## src/rtl/blink_seq_monitor.sv

```systemverilog
// Receive-side checker for the 3-lamp thermometer turn-signal pattern 000->001->011->111->000.
// Reports the current phase, completed cycles and classified protocol violations.
module blink_seq_monitor #(
  parameter int HOLD_MAX = 1,
  parameter int CNT_W    = 8
) (
  input  logic             clk,
  input  logic             reset,
  input  logic             L,
  input  logic             M,
  input  logic             R,
  input  logic             clr,
  output logic             busy,
  output logic [1:0]       phase,
  output logic             done,
  output logic             err,
  output logic             err_sticky,
  output logic [1:0]       err_code,
  output logic [CNT_W-1:0] cycles
);
  typedef enum logic [2:0] {IDLE, P1, P2, P3, RESYNC} state_t;

  localparam int               HW       = $clog2(HOLD_MAX + 1);
  localparam logic [HW-1:0]    HOLD_LIM = HW'(HOLD_MAX);
  localparam logic [CNT_W-1:0] CNT_MAX  = '1;

  state_t           state, next_state, adv_state;
  logic [2:0]       lmr_q, hold_pat, adv_pat;
  logic [HW-1:0]    hold_cnt, next_hold;
  logic [1:0]       cause;
  logic             cycle_done, illegal;
  logic             busy_d, done_d, err_d, sticky_d;
  logic [1:0]       phase_d, code_d;
  logic [CNT_W-1:0] cycles_d;

  // Input stage, FSM state and all outputs are registered on the same edge.
  always_ff @(posedge clk or posedge reset) begin
    if (reset) begin
      lmr_q      <= 3'b000;
      state      <= IDLE;
      hold_cnt   <= '0;
      busy       <= 1'b0;
      phase      <= 2'd0;
      done       <= 1'b0;
      err        <= 1'b0;
      err_sticky <= 1'b0;
      err_code   <= 2'd0;
      cycles     <= '0;
    end else begin
      lmr_q      <= {L, M, R};
      state      <= next_state;
      hold_cnt   <= next_hold;
      busy       <= busy_d;
      phase      <= phase_d;
      done       <= done_d;
      err        <= err_d;
      err_sticky <= sticky_d;
      err_code   <= code_d;
      cycles     <= cycles_d;
    end
  end

  // Each active state has one pattern it may hold and one it may advance to.
  always_comb begin
    next_state = state;
    next_hold  = hold_cnt;
    cause      = 2'd0;
    cycle_done = 1'b0;
    hold_pat   = 3'b000;
    adv_pat    = 3'b001;
    adv_state  = P1;
    illegal    = (lmr_q == 3'b010) || (lmr_q == 3'b100) ||
                 (lmr_q == 3'b101) || (lmr_q == 3'b110);
    case (state)
      P1: begin hold_pat = 3'b001; adv_pat = 3'b011; adv_state = P2; end
      P2: begin hold_pat = 3'b011; adv_pat = 3'b111; adv_state = P3; end
      P3: begin hold_pat = 3'b111; adv_pat = 3'b000; adv_state = IDLE; end
      default: ;
    endcase
    if (state == RESYNC) begin
      if (lmr_q == 3'b000) next_state = IDLE;
    end else if (illegal) begin
      cause = 2'd1;
    end else if (lmr_q == adv_pat) begin
      next_state = adv_state;
      next_hold  = HW'(1);
      cycle_done = (state == P3);
    end else if (lmr_q == hold_pat) begin
      if (state != IDLE) begin
        if (hold_cnt >= HOLD_LIM) cause = 2'd3;
        else next_hold = hold_cnt + HW'(1);
      end
    end else begin
      cause = 2'd2;
    end
    if (cause != 2'd0) next_state = RESYNC;
  end

  // clr clears first so a coincident done or err still lands in the new values.
  always_comb begin
    busy_d = (next_state == P1) || (next_state == P2) || (next_state == P3);
    case (next_state)
      P1:      phase_d = 2'd1;
      P2:      phase_d = 2'd2;
      P3:      phase_d = 2'd3;
      default: phase_d = 2'd0;
    endcase
    done_d   = cycle_done;
    err_d    = (cause != 2'd0);
    cycles_d = clr ? '0 : cycles;
    if (cycle_done && (cycles_d != CNT_MAX)) cycles_d = cycles_d + CNT_W'(1);
    sticky_d = clr ? 1'b0 : err_sticky;
    code_d   = clr ? 2'd0 : err_code;
    if (err_d) begin
      sticky_d = 1'b1;
      code_d   = cause;
    end
  end
endmodule

```

## config.mk

```make
export PLATFORM = sky130hd
export DESIGN_NAME = blink_seq_monitor
export DESIGN_NICKNAME = d
export VERILOG_FILES = /design/src/rtl/blink_seq_monitor.sv
export SDC_FILE = /design/constraint.sdc
export NUM_CORES = 1
export LEC_CHECK = 0
export BUFFER_PORTS_ARGS = -buffer_cell sky130_fd_sc_hd__buf_2
export CAP_MARGIN = 30
export CORE_MARGIN = 5
export CORE_UTILIZATION = 45
export DETAILED_ROUTE_END_ITERATION = 16
export PLACE_DENSITY = 0.64
export REMOVE_ABC_BUFFERS = 1
export SYNTH_ARGS = -nofsm -noshare
export SYNTH_HDL_FRONTEND = slang
export SYNTH_SLANG_ARGS = --single-unit
```

## constraint.sdc

```tcl
create_clock -name clk -period 2.23 [get_ports clk]
set_input_delay 0.446 -clock clk [delete_from_list [all_inputs] [get_ports clk]]
set_output_delay 0.446 -clock clk [all_outputs]
set_load 0.02 [all_outputs]
```

# Word level (Yosys, flattened, before mapping)
# Cells that the tools add are included.
dict set report totals {
  regBits 23
  word_cells 71
}
dict set report op_classes {
  addsub 2
  order_cmp 1
  eq_ne 15
  mux 28
  bitwise 2
  reduce_logical 13
}
# operator count
set op_table {}
lappend op_table {{one-hot mux 3 bit (3 select lines)} 2}
lappend op_table {{two-way mux 2 bit} 8}
lappend op_table {{two-way mux 8 bit} 2}
lappend op_table {{equality test 3 x 2 -> 1 bit (second input constant)} 5}
lappend op_table {{two-way mux 3 bit} 5}
lappend op_table {{equality test 3 bit (second input constant)} 4}
lappend op_table {{one-hot mux 2 bit (3 select lines)} 2}
lappend op_table {{two-way mux 1 bit} 9}
lappend op_table {{adder 8 x 1 -> 8 bit (second input constant)} 1}
lappend op_table {{inequality test 8 bit (second input constant)} 1}
lappend op_table {{nonzero test 2 bit} 4}
lappend op_table {{equality test 3 x 1 -> 1 bit (second input constant)} 2}
lappend op_table {{equality test 3 bit} 2}
lappend op_table {{logical OR 1 bit} 5}
lappend op_table {{AND reduction 5 bit} 1}
lappend op_table {{zero test 3 bit} 1}
lappend op_table {{nonzero test 3 bit} 1}
lappend op_table {{inequality test 2 bit (second input constant)} 1}
lappend op_table {{NOT 1 bit} 2}
lappend op_table {{adder 1 bit (second input constant)} 1}
lappend op_table {{>= comparator 1 bit (second input constant)} 1}
lappend op_table {{logical AND 1 bit} 1}

# Longest topological paths before layout
# Gate-level depths: netlist of the first run.
dict set report logic_depth {
  depth_word 12
  ltp_mapped 7
}

# Worst setup path before layout of the first run
# No wires, ideal clock.
dict set report synth_path {
  path_kind {register -> register}
  startpoint {reg cycles[0]}
  endpoint {reg cycles[1]}
  setup_time_ns 0.128
  t_arrival_ns 1.942
  path_slack_ns 0.160
  stages_incl_launch_ff 7
  n_path_buf 0
  synth_period_minus_slack_ns 2.070
  cell_sequence {dfrtp_1 -> nor2b_1 -> ha_1 -> nand4_1 -> nor3_1 -> nand2b_1 -> mux2_1}
}
dict set report synth_via {
  elab_chain_len 4
  word_cells_on_any_way 5
  cone_classes {add/sub (1); eq/ne (1); mux (2); reduce/logical (1)}
}
# item line
set synth_lines {}
lappend synth_lines {{start: declaration} 19} ;# output logic [CNT_W-1:0] cycles
lappend synth_lines {{start signal: assignment} 59} ;# cycles <= cycles_d;
lappend synth_lines {{two-way mux 8 bit *} 110} ;# cycles_d = clr ? '0 : cycles;
lappend synth_lines {{branches (longest 2 deep; another with adder 8 x 1 -> 8 bit)} n/a}
lappend synth_lines {{two-way mux 8 bit *} 111} ;# if (cycle_done && (cycles_d != CNT_MAX)) cycles_d = cycles_d + CNT_W'(1);
lappend synth_lines {{via cycles_d[1]} 34} ;# logic [CNT_W-1:0] cycles_d;
# Mark *: on every way through the listed nets, which the timed path passes.
# A chain may end at the register's enable or synchronous reset.

# Final worst setup path of the first run
dict set report layout_path {
  startpoint {reg state[0]}
  endpoint {reg state[2]}
}
dict set report layout_via {
  elab_chain_len 9
  word_cells_on_any_way 19
  cone_classes {eq/ne (6); mux (11); reduce/logical (2)}
}
# item line
set layout_lines {}
lappend layout_lines {{start: declaration} 27} ;# state_t state, next_state, adv_state;
lappend layout_lines {{start signal: assignment} 51} ;# state <= next_state;
lappend layout_lines {{equality test 3 x 2 -> 1 bit or equality test 3 x 1 -> 1 bit (tied branches)} 74} ;# case (state)
lappend layout_lines {{one-hot mux 3 bit (3 select lines)} 74}
lappend layout_lines {{equality test 3 bit} 88} ;# end else if (lmr_q == hold_pat) begin
lappend layout_lines {{two-way mux 2 bit} 88}
lappend layout_lines {{two-way mux 2 bit} 84} ;# end else if (lmr_q == adv_pat) begin
lappend layout_lines {{two-way mux 2 bit} 82} ;# end else if (illegal) begin
lappend layout_lines {{two-way mux 2 bit *} 80} ;# if (state == RESYNC) begin
lappend layout_lines {{nonzero test 2 bit *} n/a}
lappend layout_lines {{via err_d} 32} ;# logic busy_d, done_d, err_d, sticky_d;
lappend layout_lines {{two-way mux 3 bit *} 96} ;# if (cause != 2'd0) next_state = RESYNC;
lappend layout_lines {{via next_state[2]} 27}
# Mark *: on every way through the listed nets, which the timed path passes. The rest lies on a longest branch.

==> results of run 1 <==
==> through the flow <==
stage	area [sq um]	setup WS [ps]
final	1530	219
after global routing	1530	87.9
after CTS	1530	207
after detailed placement	1500	204
after global placement	1500	273
after floorplan	1270	160
==> power by group through the flow <==
stage	Clock (mW)	Combinational, mW	Sequential [mW]
global route	0.211	0.312	0.511
floorplan	0	0.124	0.569
detailed placement	0	0.286	0.512
CTS	0.190	0.289	0.504
global placement	0	0.283	0.512
finish	0.183	0.285	0.505
==> logic make-up (layout without fill, tap and decap cells) <==
group	after synthesis	count (layout)	share of synthesized area, %
AOI/OAI and AO/OA	29	29	17.4
muxes	3	3	2.36
xor gates and xnor gates	8	8	5.28
buffers and inverters	12	43	5.94
and+or+nand+nor	50	50	24.7
DFF	23	23	43.4
adders and majority gates	1	1	0.943
==> worst max-delay path: cells and delay by family (launching register included) <==
kind | cells | cell delay (ps)
AO/OA/AOI/OAI | 3 | 700
flip-flops | 1 | 500
AND/OR/NAND/NOR | 2 | 680
==> layer usage <==
| metal | global-route usage, % | up-vias |
|---|---|---|
| met1 | 19.3 | 505 |
| met3 | 3.68 | 2 |
| met5 | 0 | - |
| met2 | 24.4 | 15 |
| li1 | - | 511 |
| met4 | 3.05 | 0 |
==> timing repair <==
item	4_1_cts	5_1_grt
hold buffers	1	0
buffers inserted	0	0
endpoints found under the hold margin	3	0
==> state kept, by name, indices dropped and copies added, names as in the netlist, 2 cells and up <==
| signal | flops |
|---|---|
| state | 3 |
| lmr_q | 3 |
| err_code | 2 |
| cycles | 8 |
| phase | 2 |
==> worst max-delay path by stage <==
| stage | from | end | cells past startpoint |
|---|---|---|---|
| floorplan | cycles[0]$_DFF_PP0_ | cycles[1]$_DFF_PP0_ | 6 |
| global route | state[0]$_DFF_PP0_ | state[2]$_DFF_PP0_ | 5 |
| finish | state[0]$_DFF_PP0_ | state[2]$_DFF_PP0_ | 5 |
| global placement | state[0]$_DFF_PP0_ | state[2]$_DFF_PP0_ | 5 |
| detailed placement | clr | cycles[7]$_DFF_PP0_ | 9 |
| CTS | state[0]$_DFF_PP0_ | state[2]$_DFF_PP0_ | 5 |
==> area by class of cell <==
type                    count  area, sq um  area share, %
flip-flops and latches     23          576           37.6
well taps                  31         38.8           2.53
clock buffers               4         26.3           1.71
multi-input cells          91          672           43.8
inverters                   6         22.5           1.47
repair buffers             33          198           12.9
==> synth_stat cells, drive strengths merged (4+ instances only) <==
cell / instances
a21oi: 8
dfrtp: 23
inv: 6
nand2: 6
nand2b: 8
nand3: 4
nor2: 8
nor2b: 4
xnor2: 8
==> impl_metrics.csv, run 1 <==
group,metric,value,unit
status,status,"complete, no violations",
hold_path,hp-start,"L",
floorplanning,ioPinCount,22,
routing,first_iter_violations,36,
power,p_int,658,uW
final_layout,area_growth,15.6,%
clock_network,h-tree-depth,1,
grt,grt_pass1_wl,4.93,mm
power,pwr-share-comb,29.3,%
power,p_clk_share,18.8,%
timing,period_needed,2010,ps
setup_path,max_stage_delay,510,ps
setup_path,crit_path_max_fanout,10,
final_layout,antenna_cells,0,
placement,dp.cells,183,
routing,wl_met1,1.30,mm
routing,wire_per_inst,14.8,um
synth,netlist_area,0.00133,sq mm
timing,fmax,0.497,GHz
routing,wl_met3,113,um
floorplanning,dieArea,0.00413,sq mm
placement,gp_congestion,0.861,
routing,viasPerCell,5.49,
timing,hold_slack,238,ps
hold_path,whs_endpoint,"lmr_q[2]$_DFF_PP0_",
floorplanning,initial_core_util,47.7,%
synth,synth_seq_cells,23,
setup_path,r2r_start,"state[0]$_DFF_PP0_",
setup_path,endpoint_kind,"flip-flop",
grt,grt_use_total,14.7,%
routing,drtAntennaViolNets,0,
power,finalPower,973,uW
clock_network,numCtsBuffers,3,
clock_network,cts-root-buf,"clkbuf_4",
synth,syn_area_per_cell,10.5,sq um
final_layout,stdcell_count,188,
synth,synth_cells,126,
power,power_frac_seq,51.9,%
synth,synth_area_leader_cell,"dfrtp_1",
placement,dpl.hpwl,2.22,mm
power,power.density,635,mW/mm^2
routing,wl_met2,1.35,mm
timing,slew_violations,0,
final_layout,final_cell_mix,"23 x dfrtp_1, 21 x buf_2, 11 x buf_4",
power,swShare,32.3,%
setup_path,reg2reg_to,"state[2]$_DFF_PP0_",
final_layout,final_common_cell,"dfrtp_1",
synth,synth-async-reset-ratio,100,%
floorplanning,chipHeight,64.3,um
setup_path,required,2410,ps
flow_run,maxCapViolations,0,
timing,tightest_slew,610,ps
floorplanning,core_area,0.00278,sq mm
synth,synth_warnings,0,
setup_path,ff2ff_setup_slack,220,ps
synth,ys_types,53,
setup_path,worst_setup_path_start_kind,"flip-flop",
floorplanning,num_rows,19,
routing,routed.top_layer,"met4",
synth,synth_top_area_share,43.4,%
power,ir_worst_vdd,601,uV
timing,setup-violations-final,0,
power,leakage,0.750,nW
grt,grt_pass1_vias,1073,
synth,ys.flop_type,"dfrtp_1",
grt,gr-total-overflow,0,
clock_network,cts_resized,0,
clock_network,cts_sinks,23,
final_layout,nFillCells,264,
setup_path,reg2reg_depth,5,
timing,hold_viol_final,0,
routing,drt_wl_total,2.78,mm
grt,grt_max_degree,21,
timing,fin_skew,2.61,ps
synth,yosys-top-cells-area,"dfrtp_1 43%, xnor2_1 5.3%, nand2b_1 3.8%, a21oi_1 2.3%, nor2_1 2.0%",
routing,route.vias.total,1033,
final_layout,final_util,55.1,%
setup_path,critPathKind,"reg -> reg",
clock_network,clkSlewWorstSetupHoldPaths,110,ps
synth,yosysSeqAreaShare,43.4,%
timing,slew_headroom,59.0,%
final_layout,nets,165,
routing,route.detailed.drc,0,
routing,dr.pass1.iters,4,
setup_path,worst_path_max_delay_cell,"or4b_4",
timing,finalCritPeriodShare,90.2,%
timing,fin_tns_setup,0,ps
hold_path,hold_depth,1,
clock_network,cts_tree,"done",
final_layout,layout-drive-gt1-share,31.2,%
grt,antenna_found_initial,0,
clock_network,cts_buffer_depth,2,
setup_path,cp.arrival,2190,ps
hold_path,min_path_type,"in -> reg",
clock_network,clock_latency,300,ps
power,p_sw,314,uW
setup_path,path_cells,"or4b_4 > a311o_1 > a21oi_2 > o22ai_2 > nand2b_1",
placement,portBuffers,21,
synth,synth_edf_count,0,
timing,rsz0062_at_grt,"no",
floorplanning,die_x,64.3,um
Power figures use the tool's default switching activity.
==> run 2: changes to the inputs <==
- PLACE_DENSITY: 0.64 -> 0.67
- SLEW_MARGIN: not set -> 20
- clock period: 2.23 -> 1.7 ns (I/O delays scaled with it)
==> impl_metrics.csv, run 2 (synthesized netlist as in run 1, its figures left out) <==
group,metric,value,unit
grt,antenna_found_initial,0,
clock_network,clkSlewWorstSetupHoldPaths,120,ps
status,status,"finished, violations left",
clock_network,cts_buffer_depth,2,
final_layout,final_common_cell,"buf_4",
final_layout,nFillCells,228,
routing,first_iter_violations,29,
power,ir_worst_vdd,802,uV
final_layout,antenna_cells,0,
timing,fin_ws,-132,ps
final_layout,largest_register_ff_count,8,
setup_path,r2r_start,"state[1]$_DFF_PP0_",
clock_network,cts-root-buf,"clkbuf_4",
placement,portBuffers,21,
timing,fin_skew,6.63,ps
setup_path,worst_setup_path_start_kind,"flip-flop",
clock_network,cts_sinks,23,
clock_network,cts_hold_buffers,0,
floorplanning,ioPinCount,22,
timing,hold_viol_final,0,
flow_run,maxCapViolations,0,
power,finalPower,1.34,mW
setup_path,required,1950,ps
timing,finalCritPeriodShare,108,%
final_layout,top_regs,"cycles x8, lmr_q x3, state x3",
grt,gr-total-overflow,0,
grt,grt_max_degree,24,
power,power.density,742,mW/mm^2
setup_path,critPathKind,"reg -> reg",
floorplanning,chipHeight,64.3,um
timing,period_needed,1830,ps
routing,dr.pass1.iters,4,
timing,tightest_slew,287,ps
clock_network,numCtsBuffers,3,
setup_path,reg2reg_depth,5,
floorplanning,core_area,0.00278,sq mm
timing,slew_violations,0,
routing,route.detailed.drc,0,
setup_path,reg2reg_to,"phase[0]$_DFF_PP0_",
setup_path,crit_path_max_fanout,5,
placement,dp_slack,-198,ps
final_layout,largest_register,"cycles",
clock_network,h-tree-depth,1,
setup_path,endpoint_kind,"flip-flop",
hold_path,min_path_type,"in -> async",
floorplanning,dieArea,0.00413,sq mm
placement,dpl.hpwl,2.27,mm
setup_path,ff2ff_setup_slack,-130,ps
status,violations,"negative setup slack",
placement,gp_congestion,0.861,
final_layout,final_cell_mix,"33 x buf_4, 23 x dfrtp_1, 21 x buf_2",
grt,grt_use_total,16.5,%
floorplanning,die_x,64.3,um
final_layout,area_growth,36.2,%
timing,slew_headroom,80.8,%
routing,drt_wl_total,3.21,mm
setup_path,cp.arrival,2080,ps
power,leakage,0.868,nW
clock_network,clock_latency,310,ps
grt,grt_pass1_vias,1192,
final_layout,layout-drive-gt1-share,46.1,%
timing,fmax,0.546,GHz
grt,grt_pass1_wl,5.55,mm
timing,rsz0062_at_grt,"yes",
routing,viasPerCell,5.46,
clock_network,cts_tree,"done",
routing,route.vias.total,1153,
routing,wire_per_inst,15.2,um
routing,drtAntennaViolNets,0,
timing,setup-violations-final,16,
final_layout,nets,188,
floorplanning,initial_core_util,47.7,%
floorplanning,num_rows,19,
run 2: changes by cell type in the layout (fill, tap and decap cells not counted), sizes merged:
cell	change
buf	+24
dlygate4sd3	-1
run 2: what timing repair did:
item,in CTS,in global routing
pin swaps,12,5
endpoints found under the setup margin,16,18
setup buffers,5,4
gates resized for setup,16,4
run 2: power by group:
part	switching, mW	total [mW]	internal (mW)
combinational	0.236	0.429	0.193
clock	0.155	0.247	0.0915
sequential	0.0500	0.665	0.615
run 2: how the worst max path moves through the flow:
stage                                    from  depth (start not counted)                 endpoint  slack (ps)
after global placement     state[1]$_DFF_PP0_                          5   err_sticky$_DFFE_PP0P_        -170
after floorplan           cycles[0]$_DFF_PP0_                          6      cycles[1]$_DFF_PP0_        -370
after detailed placement   state[1]$_DFF_PP0_                          5   err_sticky$_DFFE_PP0P_        -200
after global routing       state[2]$_DFF_PP0_                          6  err_code[1]$_DFFE_PP0P_        -240
final                      state[1]$_DFF_PP0_                          5       phase[0]$_DFF_PP0_        -130
after CTS                  state[1]$_DFF_PP0_                          5       phase[0]$_DFF_PP0_        -140
run 2: final cells by class:
cell class              instances  area, sq um  share of cell area [%]
repair buffers                 56          375                    20.8
flip-flops and latches         23          576                    31.9
clock buffers                   4         26.3                    1.45
well taps                      31         38.8                    2.15
inverters                       6         25.0                    1.39
multi-input cells              91          766                    42.4
run 2: worst max-delay path, cell delays in order, from the launching register on:
cell	delay, ps
dfrtp_1	420
or4b_4	540
a311o_1	320
a22oi_1	160
o21a_2	180
and3b_1	160
run 2: routing by layer:
metal	global-route usage (%)	vias up	share of wire (%)
li1	-	564	-
met1	20.0	569	42
met2	30.2	20	54
met3	4.20	0	4.2
met4	1.53	0	0
met5	0	-	0
run 2: metrics by stage:
step / hold slack [ps] / instances / util [%] / cell area [sq um] / setup TNS (ps)
final: 42.7 / 211 / 65.0 / 1810 / -1510
after CTS: 49.7 / 207 / 63.3 / 1760 / -1390
after global routing: 63.9 / 211 / 65.0 / 1810 / -3030
after global placement: 385 / 198 / 57.8 / 1610 / -1640
after floorplan: 342 / 120 / - / 1270 / -3610
after detailed placement: 395 / 198 / 57.8 / 1610 / -2150
==> run 3: changes to the inputs <==
- BUFFER_PORTS_ARGS: -buffer_cell sky130_fd_sc_hd__buf_2 -> not set
- DONT_BUFFER_PORTS: not set -> 1
- PLACE_DENSITY: 0.67 -> 0.6
==> impl_metrics.csv, run 3 (synthesized netlist as in run 1, its figures left out) <==
group,metric,value,unit
setup_path,endpoint_kind,"flip-flop",
clock_network,h-tree-depth,1,
final_layout,area_growth,34.3,%
floorplanning,num_rows,19,
power,leakage,0.809,nW
clock_network,cts_buffer_depth,2,
clock_network,clkSlewWorstSetupHoldPaths,120,ps
grt,grt_max_degree,24,
final_layout,final_cell_mix,"35 x buf_4, 23 x dfrtp_1, 7 x nand2b_1, 7 x xnor2_1, 6 x nand2_1",
timing,setup-violations-final,17,
final_layout,largest_register,"cycles",
floorplanning,chipHeight,64.3,um
power,ir_worst_vdd,863,uV
routing,route.detailed.drc,0,
floorplanning,ioPinCount,22,
grt,grt_pass1_wl,4.81,mm
placement,dpl.hpwl,2.14,mm
final_layout,top_regs,"cycles x8, lmr_q x3, state x3",
grt,gr-total-overflow,0,
placement,dp.cells,187,
placement,gp_congestion,0.857,
floorplanning,dieArea,0.00413,sq mm
setup_path,required,1960,ps
routing,drtAntennaViolNets,0,
status,status,"finished, violations left",
final_layout,final_common_cell,"buf_4",
grt,gr-usage-met2,23.5,%
setup_path,worst_setup_path_start_kind,"flip-flop",
timing,rsz0062_at_grt,"yes",
floorplanning,die_x,64.3,um
placement,portBuffers,0,
timing,hold_slack,50.3,ps
clock_network,cts-root-buf,"clkbuf_4",
final_layout,nets,171,
routing,drt_wl_total,3.03,mm
grt,met3_usage,4.73,%
floorplanning,initial_core_util,47.7,%
grt,antenna_found_initial,0,
timing,slew_violations,0,
clock_network,numCtsBuffers,3,
grt,grt_pass1_vias,1055,
timing,fin_ws,-150,ps
grt,grt_use_total,14.3,%
timing,finalCritPeriodShare,109,%
clock_network,cts_sinks,23,
power,power.density,727,mW/mm^2
final_layout,antenna_cells,0,
final_layout,stdcell_count,194,
flow_run,maxCapViolations,0,
timing,fin_skew,9.49,ps
setup_path,critPathKind,"reg -> reg",
timing,slew_headroom,74.7,%
routing,viasPerCell,5.57,
power,finalPower,1.29,mW
routing,first_iter_violations,43,
final_layout,largest_register_ff_count,8,
timing,period_needed,1850,ps
setup_path,crit_path_max_fanout,5,
clock_network,cts_tree,"done",
status,violations,"negative setup slack",
routing,wire_per_inst,15.6,um
grt,grt_util_met1,18.5,%
floorplanning,core_area,0.00278,sq mm
routing,route.vias.total,1081,
grt,grt.busiest_layer,"met2",
timing,tightest_slew,379,ps
timing,fmax,0.541,GHz
clock_network,clock_latency,310,ps
final_layout,layout-drive-gt1-share,42.9,%
setup_path,cp.arrival,2110,ps
timing,hold_viol_final,0,
routing,dr.pass1.iters,4,
hold_path,min_path_type,"in -> reg",
==> run 3: area by class of cell <==
cell class,count,area [sq um]
Clock buffer,4,26.3
Multi-Input combinational cell,91,810
Fill cell,225,1000
Inverter,6,25.0
Sequential cell,23,576
Tap cell,31,38.8
Timing Repair Buffer,39,307
==> run 3: worst max-delay path, stage by stage, from the launching register on <==
cell and delay [ps]:
dfrtp_1 410, or4b_4 540, a311o_1 330, a22oi_1 170, o21a_2 190, and3_4 180
==> run 3: path summary, 6_finish.rpt <==
| path | start | end | slack [ps] | depth (start not counted) |
|---|---|---|---|---|
| min | R | lmr_q[0]$_DFF_PP0_ | 50 | 0 |
| min in group asynchronous | reset | state[1]$_DFF_PP0_ | 500 | 3 |
| min reg2reg | hold_cnt$_DFFE_PP0P_ | hold_cnt$_DFFE_PP0P_ | 580 | 1 |
| max | lmr_q[2]$_DFF_PP0_ | phase[1]$_DFF_PP0_ | -150 | 5 |
| max in group asynchronous | reset | err$_DFF_PP0_ | 980 | 3 |
| max reg2reg | lmr_q[2]$_DFF_PP0_ | phase[1]$_DFF_PP0_ | -150 | 5 |
==> run 3: where the power goes <==
| group | internal [mW] | leakage [nW] | switching (mW) |
|---|---|---|---|
| registers | 0.615 | 0.305 | 0.103 |
| logic | 0.161 | 0.489 | 0.170 |
| clock network | 0.0917 | 0.0150 | 0.154 |
==> run 3: routing by layer <==
metal | part of all wire [%] | up-vias
met5 | 0 | -
met4 | 0.59 | 0
met3 | 6.0 | 5
met2 | 50 | 29
met1 | 43 | 517
li1 | - | 530
==> run 3: what timing repair did <==
item,in CTS,in global routing
gates resized for setup,9,20
hold buffers,1,0
endpoints found under the hold margin,23,0
setup buffers,0,2
setup endpoints to repair,18,19
pin swaps,11,8
==> run 3: through the flow <==
step	cell area [sq um]	util [%]	setup TNS, ps	setup slack (ps)
CTS	1670	60.0	-1140	-128
finish	1780	64.1	-1480	-150
global route	1780	64.1	-2440	-203
detailed placement	1580	56.8	-2050	-182
global placement	1580	56.8	-1600	-155
floorplan	1270	-	-3610	-370
